File: src/rtl/calc_core_if.sv
// Operator panel and display bundle for calc_core: switches, keys and op buttons in; magnitude, display code, busy and done out.
// The master drives the panel inputs; the slave (calc_core) drives the display-side outputs.
interface calc_core_if;
  logic [3:0]  sw;
  logic [1:0]  keys;
  logic [3:0]  arifs;
  logic [10:0] ind_from_ALU;
  logic [2:0]  c_from_ALU;
  logic        busy;
  logic        done;

  modport master (output sw, keys, arifs, input ind_from_ALU, c_from_ALU, busy, done);
  modport slave  (input sw, keys, arifs, output ind_from_ALU, c_from_ALU, busy, done);
endinterface

File: src/rtl/calc_core.sv
// Two-digit calculator core: add/sub/mul resolve one cycle after execute, div takes 14 extra busy cycles.
// No backpressure: presses during EXEC/DIV are dropped, and results hold in DONE until the next press.
module calc_core #(
  parameter int DISP_MAX = 1999
) (
  input  logic Clk,
  input  logic Rst,
  calc_core_if.slave bus
);
  typedef enum logic [2:0] {ENTER_A, ENTER_B, EXEC, DIV, DONE} state_t;
  typedef enum logic [2:0] {OP_NONE, OP_ADD, OP_SUB, OP_MUL, OP_DIV} op_t;

  localparam logic [13:0] LIMIT = 14'(DISP_MAX);

  state_t      r_state, w_next;
  op_t         r_op, w_op_dec;
  logic [1:0]  r_keys_d1, r_keys_d2;
  logic [6:0]  r_a, r_b;
  logic [1:0]  r_cnt_a, r_cnt_b;
  logic [10:0] r_ind;
  logic [2:0]  r_code;
  logic        r_done;
  logic [13:0] r_dvd;
  logic [6:0]  r_rem;
  logic [3:0]  r_dcnt;

  logic [1:0]  w_press;
  logic        w_exe, w_dig_ok, w_op_ok, w_ge, w_exact;
  logic [13:0] w_prod, w_q_nx, w_q100;
  logic [7:0]  w_trial;
  logic [6:0]  w_rem_nx;

  // keys[1] wins a simultaneous press; keys[0] only counts with a valid decimal digit
  assign w_press  = r_keys_d1 & ~r_keys_d2;
  assign w_exe    = w_press[1];
  assign w_dig_ok = w_press[0] & ~w_press[1] & (bus.sw <= 4'd9);
  assign w_prod   = {7'd0, r_a} * {7'd0, r_b};

  always_comb begin
    w_op_dec = OP_NONE;
    case (bus.arifs)
      4'b1110: w_op_dec = OP_ADD;
      4'b1101: w_op_dec = OP_SUB;
      4'b1011: w_op_dec = OP_MUL;
      4'b0111: w_op_dec = OP_DIV;
      default: w_op_dec = OP_NONE;
    endcase
  end
  assign w_op_ok = (w_op_dec != OP_NONE);

  // Remainder stays below B (<=99), so 7 bits plus the shifted-in dividend bit suffice
  assign w_trial  = {r_rem, r_dvd[13]};
  assign w_ge     = (w_trial >= {1'b0, r_b});
  assign w_rem_nx = w_ge ? 7'(w_trial - {1'b0, r_b}) : w_trial[6:0];
  assign w_q_nx   = {r_dvd[12:0], w_ge};
  assign w_q100   = w_q_nx / 14'd100;
  // With B<=99 a non-integer A/B has a fraction >=1/99, so an exact A/B is equivalent to Q being a multiple of 100
  assign w_exact  = ((w_q100 * 14'd100) == w_q_nx);

  always_ff @(posedge Clk or posedge Rst) begin
    if (Rst) r_state <= ENTER_A;
    else     r_state <= w_next;
  end

  always_comb begin
    w_next           = r_state;
    bus.busy         = (r_state == DIV);
    bus.done         = r_done;
    bus.ind_from_ALU = r_ind;
    bus.c_from_ALU   = r_code;
    unique case (r_state)
      ENTER_A: begin
        bus.ind_from_ALU = {4'd0, r_a};
        bus.c_from_ALU   = 3'd0;
        if (w_exe && w_op_ok) w_next = ENTER_B;
      end
      ENTER_B: begin
        bus.ind_from_ALU = {4'd0, r_b};
        bus.c_from_ALU   = 3'd0;
        if (w_exe) w_next = EXEC;
      end
      EXEC:    w_next = (r_op == OP_DIV && r_b != 7'd0) ? DIV : DONE;
      DIV:     if (r_dcnt == 4'd13) w_next = DONE;
      DONE:    if (w_exe || w_dig_ok) w_next = ENTER_A;
      default: w_next = ENTER_A;
    endcase
  end

  always_ff @(posedge Clk or posedge Rst) begin
    if (Rst) begin
      r_keys_d1 <= 2'd0;
      r_keys_d2 <= 2'd0;
      r_a       <= 7'd0;
      r_b       <= 7'd0;
      r_cnt_a   <= 2'd0;
      r_cnt_b   <= 2'd0;
      r_op      <= OP_NONE;
      r_ind     <= 11'd0;
      r_code    <= 3'd0;
      r_done    <= 1'b0;
      r_dvd     <= 14'd0;
      r_rem     <= 7'd0;
      r_dcnt    <= 4'd0;
    end else begin
      r_keys_d1 <= bus.keys;
      r_keys_d2 <= r_keys_d1;
      r_done    <= (w_next == DONE) && (r_state != DONE);
      unique case (r_state)
        ENTER_A: begin
          if (w_exe) begin
            if (w_op_ok) begin
              r_op    <= w_op_dec;
              r_b     <= 7'd0;
              r_cnt_b <= 2'd0;
            end
          end else if (w_dig_ok && r_cnt_a < 2'd2) begin
            r_a     <= r_a * 7'd10 + {3'd0, bus.sw};
            r_cnt_a <= r_cnt_a + 2'd1;
          end
        end
        ENTER_B: begin
          if (!w_exe && w_dig_ok && r_cnt_b < 2'd2) begin
            r_b     <= r_b * 7'd10 + {3'd0, bus.sw};
            r_cnt_b <= r_cnt_b + 2'd1;
          end
        end
        EXEC: begin
          unique case (r_op)
            OP_ADD: begin
              r_ind  <= {3'd0, {1'b0, r_a} + {1'b0, r_b}};
              r_code <= 3'd0;
            end
            OP_SUB: begin
              r_ind  <= (r_a >= r_b) ? {4'd0, r_a - r_b} : {4'd0, r_b - r_a};
              r_code <= (r_a >= r_b) ? 3'd0 : 3'd1;
            end
            OP_MUL: begin
              r_ind  <= (w_prod <= LIMIT) ? w_prod[10:0] : 11'd0;
              r_code <= (w_prod <= LIMIT) ? 3'd0 : 3'd2;
            end
            OP_DIV: begin
              if (r_b == 7'd0) begin
                r_ind  <= 11'd0;
                r_code <= 3'd2;
              end else begin
                r_dvd  <= {7'd0, r_a} * 14'd100;
                r_rem  <= 7'd0;
                r_dcnt <= 4'd0;
              end
            end
            default: begin
              r_ind  <= 11'd0;
              r_code <= 3'd2;
            end
          endcase
        end
        DIV: begin
          r_dvd  <= w_q_nx;
          r_rem  <= w_rem_nx;
          r_dcnt <= r_dcnt + 4'd1;
          if (r_dcnt == 4'd13) begin
            if (w_exact) begin
              r_ind  <= w_q100[10:0];
              r_code <= 3'd0;
            end else if (w_q_nx <= LIMIT) begin
              r_ind  <= w_q_nx[10:0];
              r_code <= 3'd4;
            end else begin
              r_ind  <= w_q100[10:0];
              r_code <= 3'd0;
            end
          end
        end
        DONE: begin
          if (w_exe) begin
            r_a     <= 7'd0;
            r_b     <= 7'd0;
            r_cnt_a <= 2'd0;
            r_cnt_b <= 2'd0;
            r_op    <= OP_NONE;
            r_ind   <= 11'd0;
            r_code  <= 3'd0;
          end else if (w_dig_ok) begin
            r_a     <= {3'd0, bus.sw};
            r_b     <= 7'd0;
            r_cnt_a <= 2'd1;
            r_cnt_b <= 2'd0;
          end
        end
        default: ;
      endcase
    end
  end
endmodule

File: src/flat_wrapper.sv
// flat-port wrapper written by rule: the top's interface ports become plain ports
module calc_core_flat 
#(
  parameter int DISP_MAX = 1999
)
  (Clk, Rst, bus_sw, bus_keys, bus_arifs, bus_ind_from_ALU, bus_c_from_ALU, bus_busy, bus_done);
  calc_core_if bus_i ();
  input  logic Clk;
  input  logic Rst;
  input wire logic [$bits(bus_i.sw)-1:0] bus_sw;
  input wire logic [$bits(bus_i.keys)-1:0] bus_keys;
  input wire logic [$bits(bus_i.arifs)-1:0] bus_arifs;
  output wire logic [$bits(bus_i.ind_from_ALU)-1:0] bus_ind_from_ALU;
  output wire logic [$bits(bus_i.c_from_ALU)-1:0] bus_c_from_ALU;
  output wire logic [$bits(bus_i.busy)-1:0] bus_busy;
  output wire logic [$bits(bus_i.done)-1:0] bus_done;
  assign bus_i.sw = bus_sw;
  assign bus_i.keys = bus_keys;
  assign bus_i.arifs = bus_arifs;
  assign bus_ind_from_ALU = bus_i.ind_from_ALU;
  assign bus_c_from_ALU = bus_i.c_from_ALU;
  assign bus_busy = bus_i.busy;
  assign bus_done = bus_i.done;
  calc_core #(.DISP_MAX(DISP_MAX)) u_core (.Clk(Clk), .Rst(Rst), .bus(bus_i));
endmodule
File: config.mk
export PLATFORM = sky130hd
export DESIGN_NAME = calc_core_flat
export DESIGN_NICKNAME = d
export VERILOG_FILES = /design/src/rtl/calc_core_if.sv /design/src/rtl/calc_core.sv /design/src/flat_wrapper.sv
export SDC_FILE = /design/constraint.sdc
export NUM_CORES = 1
export LEC_CHECK = 0
export CAP_MARGIN = 15
export CORE_ASPECT_RATIO = 1.75
export CORE_MARGIN = 3
export CORE_UTILIZATION = 57
export DETAILED_ROUTE_END_ITERATION = 7
export PLACE_DENSITY = 0.82
export SLEW_MARGIN = 40
export SYNTH_ARGS = -nofsm -noshare
export SYNTH_HDL_FRONTEND = slang
export SYNTH_SLANG_ARGS = --single-unit
File: constraint.sdc
create_clock -name Clk -period 13.93 [get_ports Clk]
set_clock_uncertainty 0.1 [all_clocks]
set_input_delay 3.4825 -clock Clk [delete_from_list [all_inputs] [get_ports Clk]]
set_output_delay 3.4825 -clock Clk [all_outputs]
set_load 0.1 [all_outputs]
* After elaboration in Yosys (flattened, before gate mapping)
Index checks and enable logic that the tools add are counted.
** Storage, ports and cells
- Register bits after elaboration :: 68
- Input port bits :: 12
- Logic and storage cells :: 152
** Cells by class
- Add/subtract/negate cells :: 9
- $mul :: 5
- Div/mod/pow operators :: 1
- Order comparisons :: 7
- Equality and inequality tests :: 27
- Muxes and demuxes :: 62
- Bitwise operators :: 5
- Reductions and logical operators :: 22
** Operators by type and width (number)
- $mux W7 :: 13
- $mux W11 :: 6
- $pmux W11 S4 :: 1
- $mux W3 :: 13
- $pmux W11 S3 :: 1
- $le A14 B11 Y1 const B :: 2
- $mux W14 :: 2
- $pmux W14 S2 :: 1
- $pmux W7 S2 :: 2
- $pmux W3 S4 :: 2
- $pmux W11 S2 :: 1
- $pmux W7 S3 :: 1
- $sub A7 B7 Y7 :: 3
- $mux W2 :: 10
- $eq A4 B4 Y1 const B :: 4
- $pmux W3 S5 :: 1
- $add A7 B4 Y7 :: 2
- $div A14 B7 Y14 const B :: 1
- $eq A14 B14 Y1 :: 1
- $mul A14 B5 Y12 const B :: 1
- $mul A7 B3 Y6 const B :: 2
- $mul A7 B7 Y14 :: 1
- $ne A2 B1 Y1 const B :: 7
- $eq A3 B2 Y1 const B :: 4
- 37 further kinds :: 56

* Longest topological paths before layout
- Depth in word-level cells :: 10
- Gate-level depth with buffers :: 37
- Gate-level depth less buffers :: 36

* Worst setup path after synthesis
OpenSTA, ideal clock, no wires.
- Path kind :: reg2reg
- Start point :: reg u_core.r_b[1]
- End point :: reg u_core.r_ind[3]
- Library setup time :: 80 ps
- Data arrival time :: 7948 ps
- Path slack :: 5803 ps
- Cell stages (with the launch flop) :: 34
- Path buffers :: 0
- Cell sequence :: dfrtp_1 -> inv_1 -> ha_1 -> nand4_1 -> a31oi_1 -> or4_1 -> o41ai_1 -> a2111oi_0 -> a221o_1 -> o41ai_4 -> mux2i_1 -> o31ai_1 -> or4_1 -> o211ai_1 -> o21ai_0 -> o21a_1 -> inv_1 -> ha_1 -> ha_1 -> inv_1 -> fa_1 -> inv_1 -> ha_1 -> a21o_1 -> a21o_1 -> a21o_1 -> a21o_1 -> a21oi_1 -> xnor2_1 -> and4_1 -> inv_1 -> a211o_1 -> a211oi_4 -> mux2i_1
** On the way
- Longest elaborated chain between the ends :: 7
- Elaborated cells on any way between the ends :: 21
- Classes of those cells :: add/sub (3); mul (2); div (1); order compare (4); eq/ne (2); mux (7); reduce/logical (2)
** Ends and longest elaborated chain
- start, declared :: line calc_core.sv:18 : logic [6:0] r_a, r_b;
- start signal, assigned :: line calc_core.sv:123 : r_b <= r_b * 7'd10 + {3'd0, bus.sw};
- $ge A8 B7 Y1 :: line calc_core.sv:53 : assign w_ge = (w_trial >= {1'b0, r_b});
- $div A14 B7 Y14 :: line calc_core.sv:56 : assign w_q100 = w_q_nx / 14'd100;
- $mul A14 B5 Y12 :: line calc_core.sv:58 : assign w_exact = ((w_q100 * 14'd100) == w_q_nx);
- $eq A14 B14 Y1 :: line calc_core.sv:58
- $mux W11 :: line calc_core.sv:162 : if (w_exact) begin
- $mux W11 :: line calc_core.sv:161 : if (r_dcnt == 4'd13) begin
- $pmux W11 S3 :: line calc_core.sv:108 : unique case (r_state)
- end signal, assigned :: line calc_core.sv:163 : r_ind <= w_q100[10:0];
- end signal, assigned :: line calc_core.sv:166 : r_ind <= w_q_nx[10:0];
- end signal, assigned :: line calc_core.sv:169 : r_ind <= w_q100[10:0];
- end, declared :: line calc_core.sv:20 : logic [10:0] r_ind;
Parallel ways exist; a longest one is shown, timed or not. The select of a mux whose other input is x is not followed.
A chain may end at the register's enable or synchronous reset.

* Worst setup path in the final report
Same ends and word-level chain as after synthesis.

==> out/results.tsv <==
stage	metric	value	unit
place	dpl.hpwl	22600	um
global_route	grt_max_degree	69	
critical_path	cp.buffers_inverters	5	
die	ioPinCount	28	
synthesis	synth_warnings	0	
synthesis	synth_top_cell_by_area	dfrtp_1	
sta	finalSetupTns	0	ns
synthesis	seq_area_frac_synth	18.1	%
job	cap_violations	0	
global_route	top_usage_layer	met2	
die	dieHeight	176	um
cts	cts-resized-gates	0	
final_layout	syn_to_final_growth	6.82	%
cts	cts_sinks	68	
sta	setup_viol	0	
sta	finalCritPeriodShare	68.1	%
die	die_area	18200	um^2
final_layout	n_fill_cell	1411	
die	die_x	103	um
global_route	grtUsageMet3	4.51	%
cts	cts_setup_buffers	0	
synthesis	synth_fa_ha_area_share	24.6	%
die	rows	61	
die	coreArea	16000	um^2
synthesis	synth_area_leaders	dfrtp_1 18%, ha_1 17%, fa_1 7.9%	
cts	numCtsBuffers	9	
global_route	antenna_found_initial	0	
sta	worst_slew_pin_slew	0.855	ns
sta	max-slew-margin-rel	42.8	%
global_route	grt_pass1_wl	47600	um
sta	clock.fmax	105	MHz
synthesis	synth_edf_count	0	
sta	fin_crit	9.48	ns
critical_path	cp_slowest_cell	dfrtp_1	
critical_path	cp_top_family	compound AO/OA/AOI/OAI gates	
global_route	grt_usage	33.6	%
synthesis	synthMuxAreaShare	3.19	%
synthesis	synth_cells	1155	
cts	cts-hold-fix-buffers	0	
critical_path	start_kind	register	
detailed_routing	vias	9031	
synthesis	async_flop_share	100	%
critical_path	required	14.09	ns
synthesis	synthXorXnorAreaFrac	5.67	%
die	start_util	58.8	%
synthesis	syn_nets	1330	
worst_hold_path	hold_depth	0	
detailed_routing	wirelength	29300	um
final_layout	finalNetCount	1328	
synthesis	syn-cell-area	9420	um^2
synthesis	avgSynthCellArea	8.16	um^2
critical_path	ff2ff_setup_slack	4.45	ns
final_layout	antenna_cells	0	
synthesis	ys_types	90	
synthesis	synth_compound_area_share	25.2	%
cts	cts_tree	built	
sta	rsz0062_at_grt	false	
critical_path	crit_path_end_kind	register	
global_route	overflow	0	
cts	cts_root_buffer	clkbuf_16	
outcome	status	complete, no violations	
critical_path	reg2reg_from	u_core.r_b[1]	
critical_path	slowest_delay	0.81	ns
detailed_routing	dr.pass1.iters	7	
global_route	grtUsageMet1	35.6	%
synthesis	synth_ff_type	dfrtp_1	
sta	finalHoldWorstSlack	0.282	ns
detailed_routing	dr.first_iter.drc_count	588	
detailed_routing	vias_per_cell	6.70	
cts	worstSkewPairLatency	0.34	ns
detailed_routing	ant_nets	0	
final_layout	drive_gt1_share	7.08	%
critical_path	path_max_fanout	15	
cts	h-tree-depth	3	
global_route	met2_usage	57.2	%
critical_path	critPathCapture	u_core.r_ind[3]	
critical_path	arrival	9.64	ns
sta	finalHoldViolCount	0	
detailed_routing	drt-wirelength-per-cell	21.7	um
critical_path	cp-startpoint	u_core.r_b[1]	
critical_path	critPathMostFrequentCell	inv_1	
detailed_routing	route.detailed.drc	0	
place	dpl_cell_area	9760	um^2
synthesis	synthSimpleGateAreaFrac	16.9	%
final_layout	final_area	10100	um^2
critical_path	path_depth	33	
synthesis	synth_top_area_share	18.1	%
critical_path	worst-setup-path-type	reg -> reg	
cts	cts_max_path_buffers	2	
place	io_buffers	27	
critical_path	r2r-end	u_core.r_ind[3]	
sta	maxSlewViolCount	0	
synthesis	synth_top_family_by_area	compound AO/OA/AOI/OAI gates	
critical_path	r2r_cells	33	
cts	cts.reportedPaths.clkPinSlew	0.06	ns
worst_hold_path	hp-class	reg -> reg	
place	place_inst	1330	
global_route	grt_pass1_vias	9373	
final_layout	finalNonFillerCells	1347	
synthesis	ys_ff_latch	68	
place	gp_congestion	0.995	
cell type report:
| type | instances | area [um^2] | share of cell area, % |
|---|---|---|---|
| clock buffer | 9 | 225 | 2.24 |
| timing repair buffer | 35 | 250 | 2.49 |
| clock inverter | 7 | 75.1 | 0.746 |
| multi-input combinational | 931 | 7170 | 71.3 |
| sequential | 68 | 1700 | 16.9 |
| tap | 189 | 236 | 2.35 |
| inverter | 108 | 405 | 4.03 |
synth_stat cells (22+ instances only):
cell type    n
dfrtp_1     68
nor2_1      91
xnor2_1     44
a21oi_1     63
ha_1       126
nand2_1    116
fa_1        37
nor3_1      22
clkbuf_1    36
inv_1      106
nand3_1     25
o21ai_0     78
a21o_1      22
worst min-delay path by stage:
stage                             start                  end  slack [ns]
floorplan           u_core.r_keys_d1[0]  u_core.r_keys_d2[0]        0.25
global placement    u_core.r_keys_d1[0]  u_core.r_keys_d2[0]        0.27
detailed placement  u_core.r_keys_d1[0]  u_core.r_keys_d2[0]        0.26
CTS                 u_core.r_keys_d1[0]  u_core.r_keys_d2[0]        0.28
global route        u_core.r_keys_d1[0]  u_core.r_keys_d2[0]        0.29
finish              u_core.r_keys_d1[0]  u_core.r_keys_d2[0]        0.28
placed cells by master, fill, tap and decap left out, types with 13 or more instances in the layout:
cell type,instances
inv_1,105
nand3_1,25
nor2_1,91
mux2i_1,21
nand2_1,116
a22o_1,13
xnor2_1,44
nor3_1,22
ha_1,126
buf_2,16
a21o_1,22
a21oi_1,62
o21ai_0,77
dfrtp_1,68
xor2_1,17
nor2b_1,13
fa_1,37
stage by stage:
stage,util (%),setup WS (ns)
3_5_place_dp,60.9,4.66
2_1_floorplan,-,5.80
6_report,62.8,4.45
5_1_grt,62.8,4.06
3_3_place_gp,61.1,4.91
4_1_cts,62.8,4.61
cell families after synthesis:
family | after synthesis
xor gates and xnor gates | 61
DFF | 68
buffers and inverters | 156
AOI/OAI and AO/OA | 337
adders and majority gates | 163
muxes | 29
and+or+nand+nor | 341
routing by layer:
layer	share of wire, %	wire, um	up-vias
met1	34	10100	4342
met3	4.7	1390	162
met5	0	0	-
met4	9.7	2840	0
li1	-	-	4134
met2	51	14900	393
flip-flops by register name, indices dropped and copies added, names as in the netlist, 3 cells and up:
name,cells
u_core.r_rem,7
u_core.r_dcnt,4
u_core.r_b,7
u_core.r_dvd,14
u_core.r_a,7
u_core.r_ind,11
u_core.r_op,3
u_core.r_state,3
u_core.r_code,3
Power is not shown: default switching activity piles up to over one toggle a cycle in this logic, so the estimate is an artifact.
